$ cat src/rtl/prio_grant_decoder.sv
// prio_grant_decoder
//   Registered decode-and-grant stage on the receive side of the priority
//   encoder's shared request bus. It latches the encoded winner index and
//   drives a one-hot grant back to that requester. The grant is held until
//   the requester drops its request or a hold timeout expires. One idle
//   turnaround cycle always follows a grant, so grant-gated tri-state drivers
//   never overlap.
//
// Ports
//   clk            clock, all state updates on its rising edge
//   rst_n          asynchronous active-low reset
//   i_enc_idx      encoded winning requester index (IDXW bits)
//   i_enc_valid    i_enc_idx is meaningful; sampled only while idle
//   i_req          raw request lines (N bits), watched for release of the grant
//   o_grant        registered one-hot grant (N bits)
//   o_grant_valid  registered, equals |o_grant
//   o_busy         registered, high while granting and during the gap cycle
//   o_timeout_err  registered one-cycle pulse when a grant is force-released
module prio_grant_decoder #(
  parameter int unsigned N        = 4,
  parameter int unsigned IDXW     = 2,
  parameter int unsigned MAX_HOLD = 15
) (
  input  logic            clk,
  input  logic            rst_n,
  input  logic [IDXW-1:0] i_enc_idx,
  input  logic            i_enc_valid,
  input  logic [N-1:0]    i_req,
  output logic [N-1:0]    o_grant,
  output logic            o_grant_valid,
  output logic            o_busy,
  output logic            o_timeout_err
);

  typedef enum logic [1:0] {StIdle, StGrant, StGap} state_e;

  localparam logic [7:0] HoldLast = 8'(MAX_HOLD - 1);

  state_e          r_state;
  logic [IDXW-1:0] r_g;
  logic [7:0]      r_hold_cnt;
  logic [N-1:0]    r_grant;
  logic            r_grant_valid;
  logic            r_busy;
  logic            r_timeout_err;

  state_e          w_state_d;
  logic [IDXW-1:0] w_g_d;
  logic [7:0]      w_hold_cnt_d;
  logic [N-1:0]    w_grant_d;
  logic            w_timeout_err_d;
  logic            w_idx_ok;
  logic            w_req_g;

  // Indices past the last requester are silently dropped.
  assign w_idx_ok = (32'(i_enc_idx) < N);

  // While granting, r_grant is exactly the one-hot of g, so it selects req[g].
  assign w_req_g = |(i_req & r_grant);

  always_comb begin
    w_state_d       = r_state;
    w_g_d           = r_g;
    w_hold_cnt_d    = r_hold_cnt;
    w_timeout_err_d = 1'b0;
    unique case (r_state)
      StIdle: begin
        if (i_enc_valid && w_idx_ok) begin
          w_g_d        = i_enc_idx;
          w_hold_cnt_d = 8'd0;
          w_state_d    = StGrant;
        end
      end
      StGrant: begin
        // A release on the last allowed cycle wins over the timeout.
        if (!w_req_g) begin
          w_state_d = StGap;
        end else if (r_hold_cnt == HoldLast) begin
          w_state_d       = StGap;
          w_timeout_err_d = 1'b1;
        end else begin
          w_hold_cnt_d = r_hold_cnt + 8'd1;
        end
      end
      StGap: begin
        w_state_d = StIdle;
      end
      default: begin
        w_state_d = StIdle;
      end
    endcase
  end

  // Outputs are computed from the next state so they appear registered,
  // with no combinational path from inputs.
  always_comb begin
    w_grant_d = '0;
    for (int i = 0; i < N; i++) begin
      w_grant_d[i] = (w_state_d == StGrant) && (w_g_d == IDXW'(i));
    end
  end

  always_ff @(posedge clk or negedge rst_n) begin
    if (!rst_n) begin
      r_state       <= StIdle;
      r_g           <= '0;
      r_hold_cnt    <= 8'd0;
      r_grant       <= '0;
      r_grant_valid <= 1'b0;
      r_busy        <= 1'b0;
      r_timeout_err <= 1'b0;
    end else begin
      r_state       <= w_state_d;
      r_g           <= w_g_d;
      r_hold_cnt    <= w_hold_cnt_d;
      r_grant       <= w_grant_d;
      r_grant_valid <= (w_state_d == StGrant);
      r_busy        <= (w_state_d != StIdle);
      r_timeout_err <= w_timeout_err_d;
    end
  end

  assign o_grant       = r_grant;
  assign o_grant_valid = r_grant_valid;
  assign o_busy        = r_busy;
  assign o_timeout_err = r_timeout_err;

endmodule

$ cat config.mk
export PLATFORM = sky130hd
export DESIGN_NAME = prio_grant_decoder
export DESIGN_NICKNAME = d
export VERILOG_FILES = /design/src/rtl/prio_grant_decoder.sv
export SDC_FILE = /design/constraint.sdc
export NUM_CORES = 1
export LEC_CHECK = 0
export ABC_AREA = 1
export CAP_MARGIN = 20
export CORE_ASPECT_RATIO = 0.7
export CORE_MARGIN = 3
export CORE_UTILIZATION = 51
export DETAILED_ROUTE_END_ITERATION = 8
export PLACE_DENSITY = 0.8
export SYNTH_ARGS = -nofsm -noshare
export SYNTH_HDL_FRONTEND = slang
export SYNTH_SLANG_ARGS = --single-unit
$ cat constraint.sdc
create_clock -name clk -period 1.77 [get_ports clk]
set_input_delay 0.354 -clock clk [delete_from_list [all_inputs] [get_ports clk]]
set_output_delay 0.354 -clock clk [all_outputs]
set_load 0.05 [all_outputs]
==> impl_metrics.toml, run 1 <==
[synth]
ys_top_cells_by_area = "dfrtp_1 (49%), nand2_1 (17%), nor2_1 (8.5%)"
yosys_register_bits = 19
netlist_area_um2 = 973.4
syn_nets = 137
yosysUniqueCellTypes = 19
yosys_warnings = 0
yosysSeqAreaShare = 0.4884
syn_area_per_cell_um2 = 7.726
netlist_instances = 126
synth_top_area_share = 0.4884
yosysTopAreaCell = "dfrtp_1"

[cells_and_area]
final_common_cell = "nand2_1"
layout_common_cells = "nand2_1 (43), nor2_1 (22), dfrtp_1 (19)"
final-instance-count-excl-fill = 167
fillers = 141
drive_gt1_frac = 0.1438
ff_latch_area_um2 = 475.5
fin_nets = 158
area_growth_pct = 20.57
antennaDiodeCount = 0
multiInputGateArea_um2 = 437.9

[sta]
finalMaxSlewViolations = 0
fin_crit_sh = 0.8541
hold_viol_final = 0
rsz0062_at_grt = "false"
worst_pin_slew_ps = 334.3
fin_tns_setup_ps = 0
fin_crit_ps = 1512
setup_viol = 0
clock-skew-final_ps = 6.225
slew_headroom = 0.7748
fmax_mhz = 661.5

[critical_path]
path_cells = "inv_1 > ha_1 > inv_1 > nor2_2 > nand3_2 > nand2_4 > nand2_8 > nand2_1 > nand2_1"
crit_path_end_kind = "flop"
cp.required_ps = 1970
max_stage_delay_ps = 460
cp_slowest_cell = "dfrtp_1"
crit_type = "flop to flop"
cp.arrival_ps = 1720
critPathLaunchType = "flop"
crit_path_max_fanout = 10

[drt]
via_count = 824
routed_wl_mm = 2.019
ant_nets = 0
post_drt_wl_per_cell_um = 12.09
vias_per_cell = 4.934
first_pass_iters = 5
drtIter0Drc = 35
route.detailed.drc = 0

[job]
drv_cap = 0

[power]
peakVddDrop_uv = 962.5
power_density_mw_per_mm2 = 1304
p_leak_nw = 0.5929

[outcome]
status = "completed"

[place]
placed_cells = 163
dp_hpwl_mm = 1.525
portBuffers = 15
place_congestion = 0.8111

[floorplanning]
rows = 12
fp.dieW_um = 58.22
ios = 16
core_mm2 = 0.001697
initial_core_util = 0.5737
dieArea_mm2 = 0.002477
die_height_um = 42.55

[clock_network]
cts_made_buffers = 3
htree_levels = 1
clock_path_buffers = 2
clock-sinks = 19
insertion_delay_ps = 300
cts_resized = 0
post-cts-setup-buffer-count = 0
ctsRootBufferMaster = "clkbuf_4"
hold_buffers = 0
clk_pin_slew_ps = 110
cts_tree = "done"

[grt]
grt_pass1_wl_mm = 3.450
grt_max_degree = 20
grt_pass1_vias = 737
antenna_found_initial = 0
grt.overflow.total = 0
grt.total_usage = 0.1896

[hold_path]
hp-class = "input pin to async pin"
## cells by family after synthesis
group	count (synthesis)	synth area share
AO/OA/AOI/OAI	4	0.02313
XOR/XNOR	3	0.02700
adder cells (fa/ha/maj)	2	0.02570
buffers and inverters	15	0.06169
flip-flops	19	0.4884
AND/OR/NAND/NOR	83	0.3740
## worst max-delay path, delay by kind of cell, from the launching register on
kind,cells,cell delay [ps]
adder cells (fa/ha/maj),1,150
buffers and inverters,2,150
flip-flops,1,460
AND/OR/NAND/NOR,6,660
## sequential cells by signal, summed over array words and instances (netlist names)
| register | cells |
|---|---|
| o_grant | 4 |
| o_busy | 1 |
| r_g | 2 |
| r_hold_cnt | 8 |
| o_timeout_err | 1 |
| r_state | 2 |
| o_grant_valid | 1 |
## synth_stat cells, drive strengths merged
| cell | instances |
|---|---|
| xor2 | 1 |
| nor2 | 25 |
| xnor2 | 2 |
| ha | 2 |
| nor3 | 1 |
| nand3 | 12 |
| a21oi | 1 |
| buf | 1 |
| dfrtp | 19 |
| nand2 | 45 |
| inv | 13 |
| o21bai | 1 |
| clkbuf | 1 |
| o21ai | 2 |
## power by group
part / internal [mW] / switching, mW
sequential: 0.540 / 0.0709
clock: 0.0844 / 0.137
combinational: 0.211 / 0.487
total: 0.835 / 0.695
## per-layer routing
layer / GRT usage / vias up / part of all wire
met4: 0.06944 / 0 / 0.014
met3: 0.06462 / 5 / 0.057
li1: - / 424 / -
met5: 0 / - / 0
met2: 0.2995 / 23 / 0.48
met1: 0.2394 / 372 / 0.45
## metrics by stage
| stage | hold slack [ps] | setup WS (ps) | total power [mW] | area [um^2] | utilization |
|---|---|---|---|---|---|
| 2_1_floorplan | 58.41 | 402.1 | 1.097 | 973.4 | - |
| 3_3_place_gp | 442.7 | 158.9 | 1.293 | 1146 | 0.6755 |
| 3_5_place_dp | 454.7 | 107.2 | 1.320 | 1146 | 0.6755 |
| 4_1_cts | 385.4 | 249.1 | 1.542 | 1174 | 0.6917 |
| 5_1_grt | 378.8 | 119.7 | 1.636 | 1174 | 0.6917 |
| 6_report | 376.2 | 258.2 | 1.530 | 1174 | 0.6917 |
## path summary, 6_finish.rpt
path	start	endpoint	slack, ps	cells after the start
worst min-delay path	rst_n	o_grant[0]	380	2
worst max register to register	r_hold_cnt[0]	r_hold_cnt[1]	260	9
max in group asynchronous	rst_n	r_state[1]	1200	2
min in group clk	r_state[1]	o_busy	470	1
worst max-delay path	r_hold_cnt[0]	r_hold_cnt[1]	260	9
worst min register to register	r_state[1]	o_busy	470	1
## cell type report
class / count / share of cell area
Multi-Input combinational cell: 92 / 0.3731
Tap cell: 21 / 0.02239
Sequential cell: 19 / 0.4051
Inverter: 13 / 0.04371
Clock inverter: 1 / 0.004264
Timing Repair Buffer: 18 / 0.1322
Clock buffer: 3 / 0.01919
Note: power is estimated with default switching activity, not from simulation.
==> run 2: changes to the inputs <==
Settings changed: ABC_AREA 1 to 0, CORE_ASPECT_RATIO 0.7 to default, CORE_UTILIZATION 51 to 50, PLACE_DENSITY 0.8 to 0.85.
==> run 2 against run 1 <==
Effect of this change:
- sequential share of layout area up 0.39 points
- clock-buffer cell count rose by 1
- maximum frequency shrank 11%
- routed wire length decreased by 11%
- worst hold slack got worse by 1.1 ps
- register-to-register slack worse by 190 ps
- global-route usage decreased by 0.058 points
- area after synthesis decreased by 8.4%
- via count is 17% lower
- cell area down 0.96%
- synthesized cell count fell by 37%
- critical endpoint is now r_hold_cnt[0]
- highest routed layer unchanged
==> impl_metrics.toml, run 2 <==
[outcome]
status = "completed"

[cells_and_area]
top_register = "r_hold_cnt"
final_util = 0.7292
fin_nets = 121
final_area_mm2 = 0.001162
area_growth_pct = 30.29
antennaDiodeCount = 0
largest_register_ffs = 8
layout_common_cells = "dfrtp_1 (19), buf_4 (19), nand2_1 (9)"
drive_gt1_frac = 0.2844
final-instance-count-excl-fill = 133

[sta]
fin_ws_ps = 71.41
hold_viol_final = 0
worst_pin_slew_ps = 612.4
fmax_mhz = 588.7
finalMaxSlewViolations = 0
fin_crit_sh = 0.9597
rsz0062_at_grt = "true"
setup_viol = 0
clock-skew-final_ps = 6.222
slew_headroom = 0.5812
fin_crit_ps = 1699

[synth]
yosys-top-cells-count = "dfrtp_1 (19), nand2_1 (9), nor2_1 (7)"
syn_area_per_cell_um2 = 11.15
syn_nets = 91
yosysSeqAreaShare = 0.5330
synth-async-reset-ratio = 1.000
ys_top_cells_by_area = "dfrtp_1 (53%), mux2i_1 (6.7%), nand2_1 (3.8%)"
yosys_register_bits = 19
synth_edf_count = 0
netlist_area_um2 = 892.1
yosysUniqueCellTypes = 25
yosysTopAreaCell = "dfrtp_1"
synth_top_area_share = 0.5330
netlist_instances = 80
synth.most_common_cell = "dfrtp_1"
yosys_warnings = 0
ys.flop_type = "dfrtp_1"

[grt]
grt.total_usage = 0.1891
grt_pass1_wl_mm = 2.904
grt.overflow.total = 0
grt_pass1_vias = 669
antenna_found_initial = 0
grt_max_degree = 20

[clock_network]
cts_made_buffers = 3
hold_buffers = 0
cts_tree = "done"
clk_pin_slew_ps = 110
ctsRootBufferMaster = "clkbuf_4"
htree_levels = 1
clock_path_buffers = 2
clock-sinks = 19
insertion_delay_ps = 300
post-cts-setup-buffer-count = 0

[place]
placed_cells = 129
place_area_mm2 = 0.001132
portBuffers = 15
place_ws_ps = -137.2
place_congestion = 0.8378
dp_hpwl_mm = 1.436

[power]
power_density_mw_per_mm2 = 1292
peakVddDrop_uv = 961.0
p_leak_nw = 0.5492

[critical_path]
critPathLaunchType = "flop"
crit_path_max_fanout = 6
crit_path_end_kind = "flop"
cp.arrival_ps = 1940
cp.required_ps = 2010
crit_type = "flop to flop"

[hold_path]
hp-class = "input pin to async pin"

[drt]
drtIter0Drc = 12
vias_per_cell = 5.165
post_drt_wl_per_cell_um = 13.51
ant_nets = 0
routed_wl_mm = 1.797
via_count = 687
route.detailed.drc = 0
first_pass_iters = 4

[job]
drv_cap = 0

[floorplanning]
dieArea_mm2 = 0.002327
initial_core_util = 0.5597
ios = 16
die_height_um = 48.24
rows = 14
core_mm2 = 0.001594
fp.dieW_um = 48.24
## run 2: cell count changes in the layout (fill, tap and decap cells not counted), sizes merged, moves of 5 or more
cell	delta
inv	-8
mux2i	+6
nor3	+5
nor2	-18
nand2	-36
buf	+9
nand3	-7
## run 2: cell type report
class / instances / area, um^2
multi-input cells: 54 / 389.1
inverters: 5 / 18.77
well taps: 24 / 30.03
repair buffers: 27 / 222.7
flip-flops and latches: 19 / 475.5
fillers: 110 / 431.7
clock buffers: 4 / 26.28
## run 2: logic make-up (layout without fill, tap and decap cells)
family,after synthesis,after routing,share of synthesized area
xor gates and xnor gates,3,3,0.02946
AOI/OAI and AO/OA,10,10,0.1262
adders and majority gates,2,2,0.02805
and+or+nand+nor,33,33,0.1809
DFF,19,19,0.5330
buffers and inverters,7,36,0.03505
muxes,6,6,0.06732
## run 2: path summary, 6_finish.rpt
| kind | slack, ps | depth (start not counted) | endpoint | from |
|---|---|---|---|---|
| max in group asynchronous | 1190 | 2 | r_state[1] | rst_n |
| worst max register to register | 70 | 7 | r_hold_cnt[0] | r_hold_cnt[0] |
| worst max-delay path | 70 | 7 | r_hold_cnt[0] | r_hold_cnt[0] |
| worst min register to register | 510 | 1 | o_busy | r_state[1] |
| min in group clk | 510 | 1 | o_busy | r_state[1] |
| worst min-delay path | 380 | 2 | o_timeout_err | rst_n |
## run 2: through the flow
step	hold slack (ps)	power, mW	setup TNS (ps)
finish	375.1	1.502	0
global route	380.0	1.599	-19.77
CTS	376.1	1.513	0
detailed placement	495.2	1.291	-256.0
global placement	457.8	1.261	-31.04
floorplan	58.41	1.032	0
## run 2: per-layer routing
| layer | track usage | vias up | routed length, um |
|---|---|---|---|
| met5 | 0 | - | 0 |
| met4 | 0.08065 | 0 | 30 |
| met3 | 0.04428 | 2 | 59 |
| met2 | 0.3021 | 11 | 891 |
| met1 | 0.2431 | 336 | 815 |
| li1 | - | 338 | - |
## run 2: timing repair
action,CTS,global route
cloned,0,0
setup endpoints to repair,3,5
pin swaps,1,1
resized for setup,1,1
## run 2: power breakdown
part / total [mW] / switching (mW) / internal (mW)
Sequential: 0.603 / 0.0689 / 0.534
Clock: 0.223 / 0.135 / 0.0880
Combinational: 0.676 / 0.422 / 0.253
## run 2: worst max-delay path: stages (launching register included)
cell and delay [ps]:
dfrtp_1 410, inv_2 60, ha_1 150, nand4b_1 110, or4_4 490, a21oi_4 250
inv_2 60, o21ai_2 110
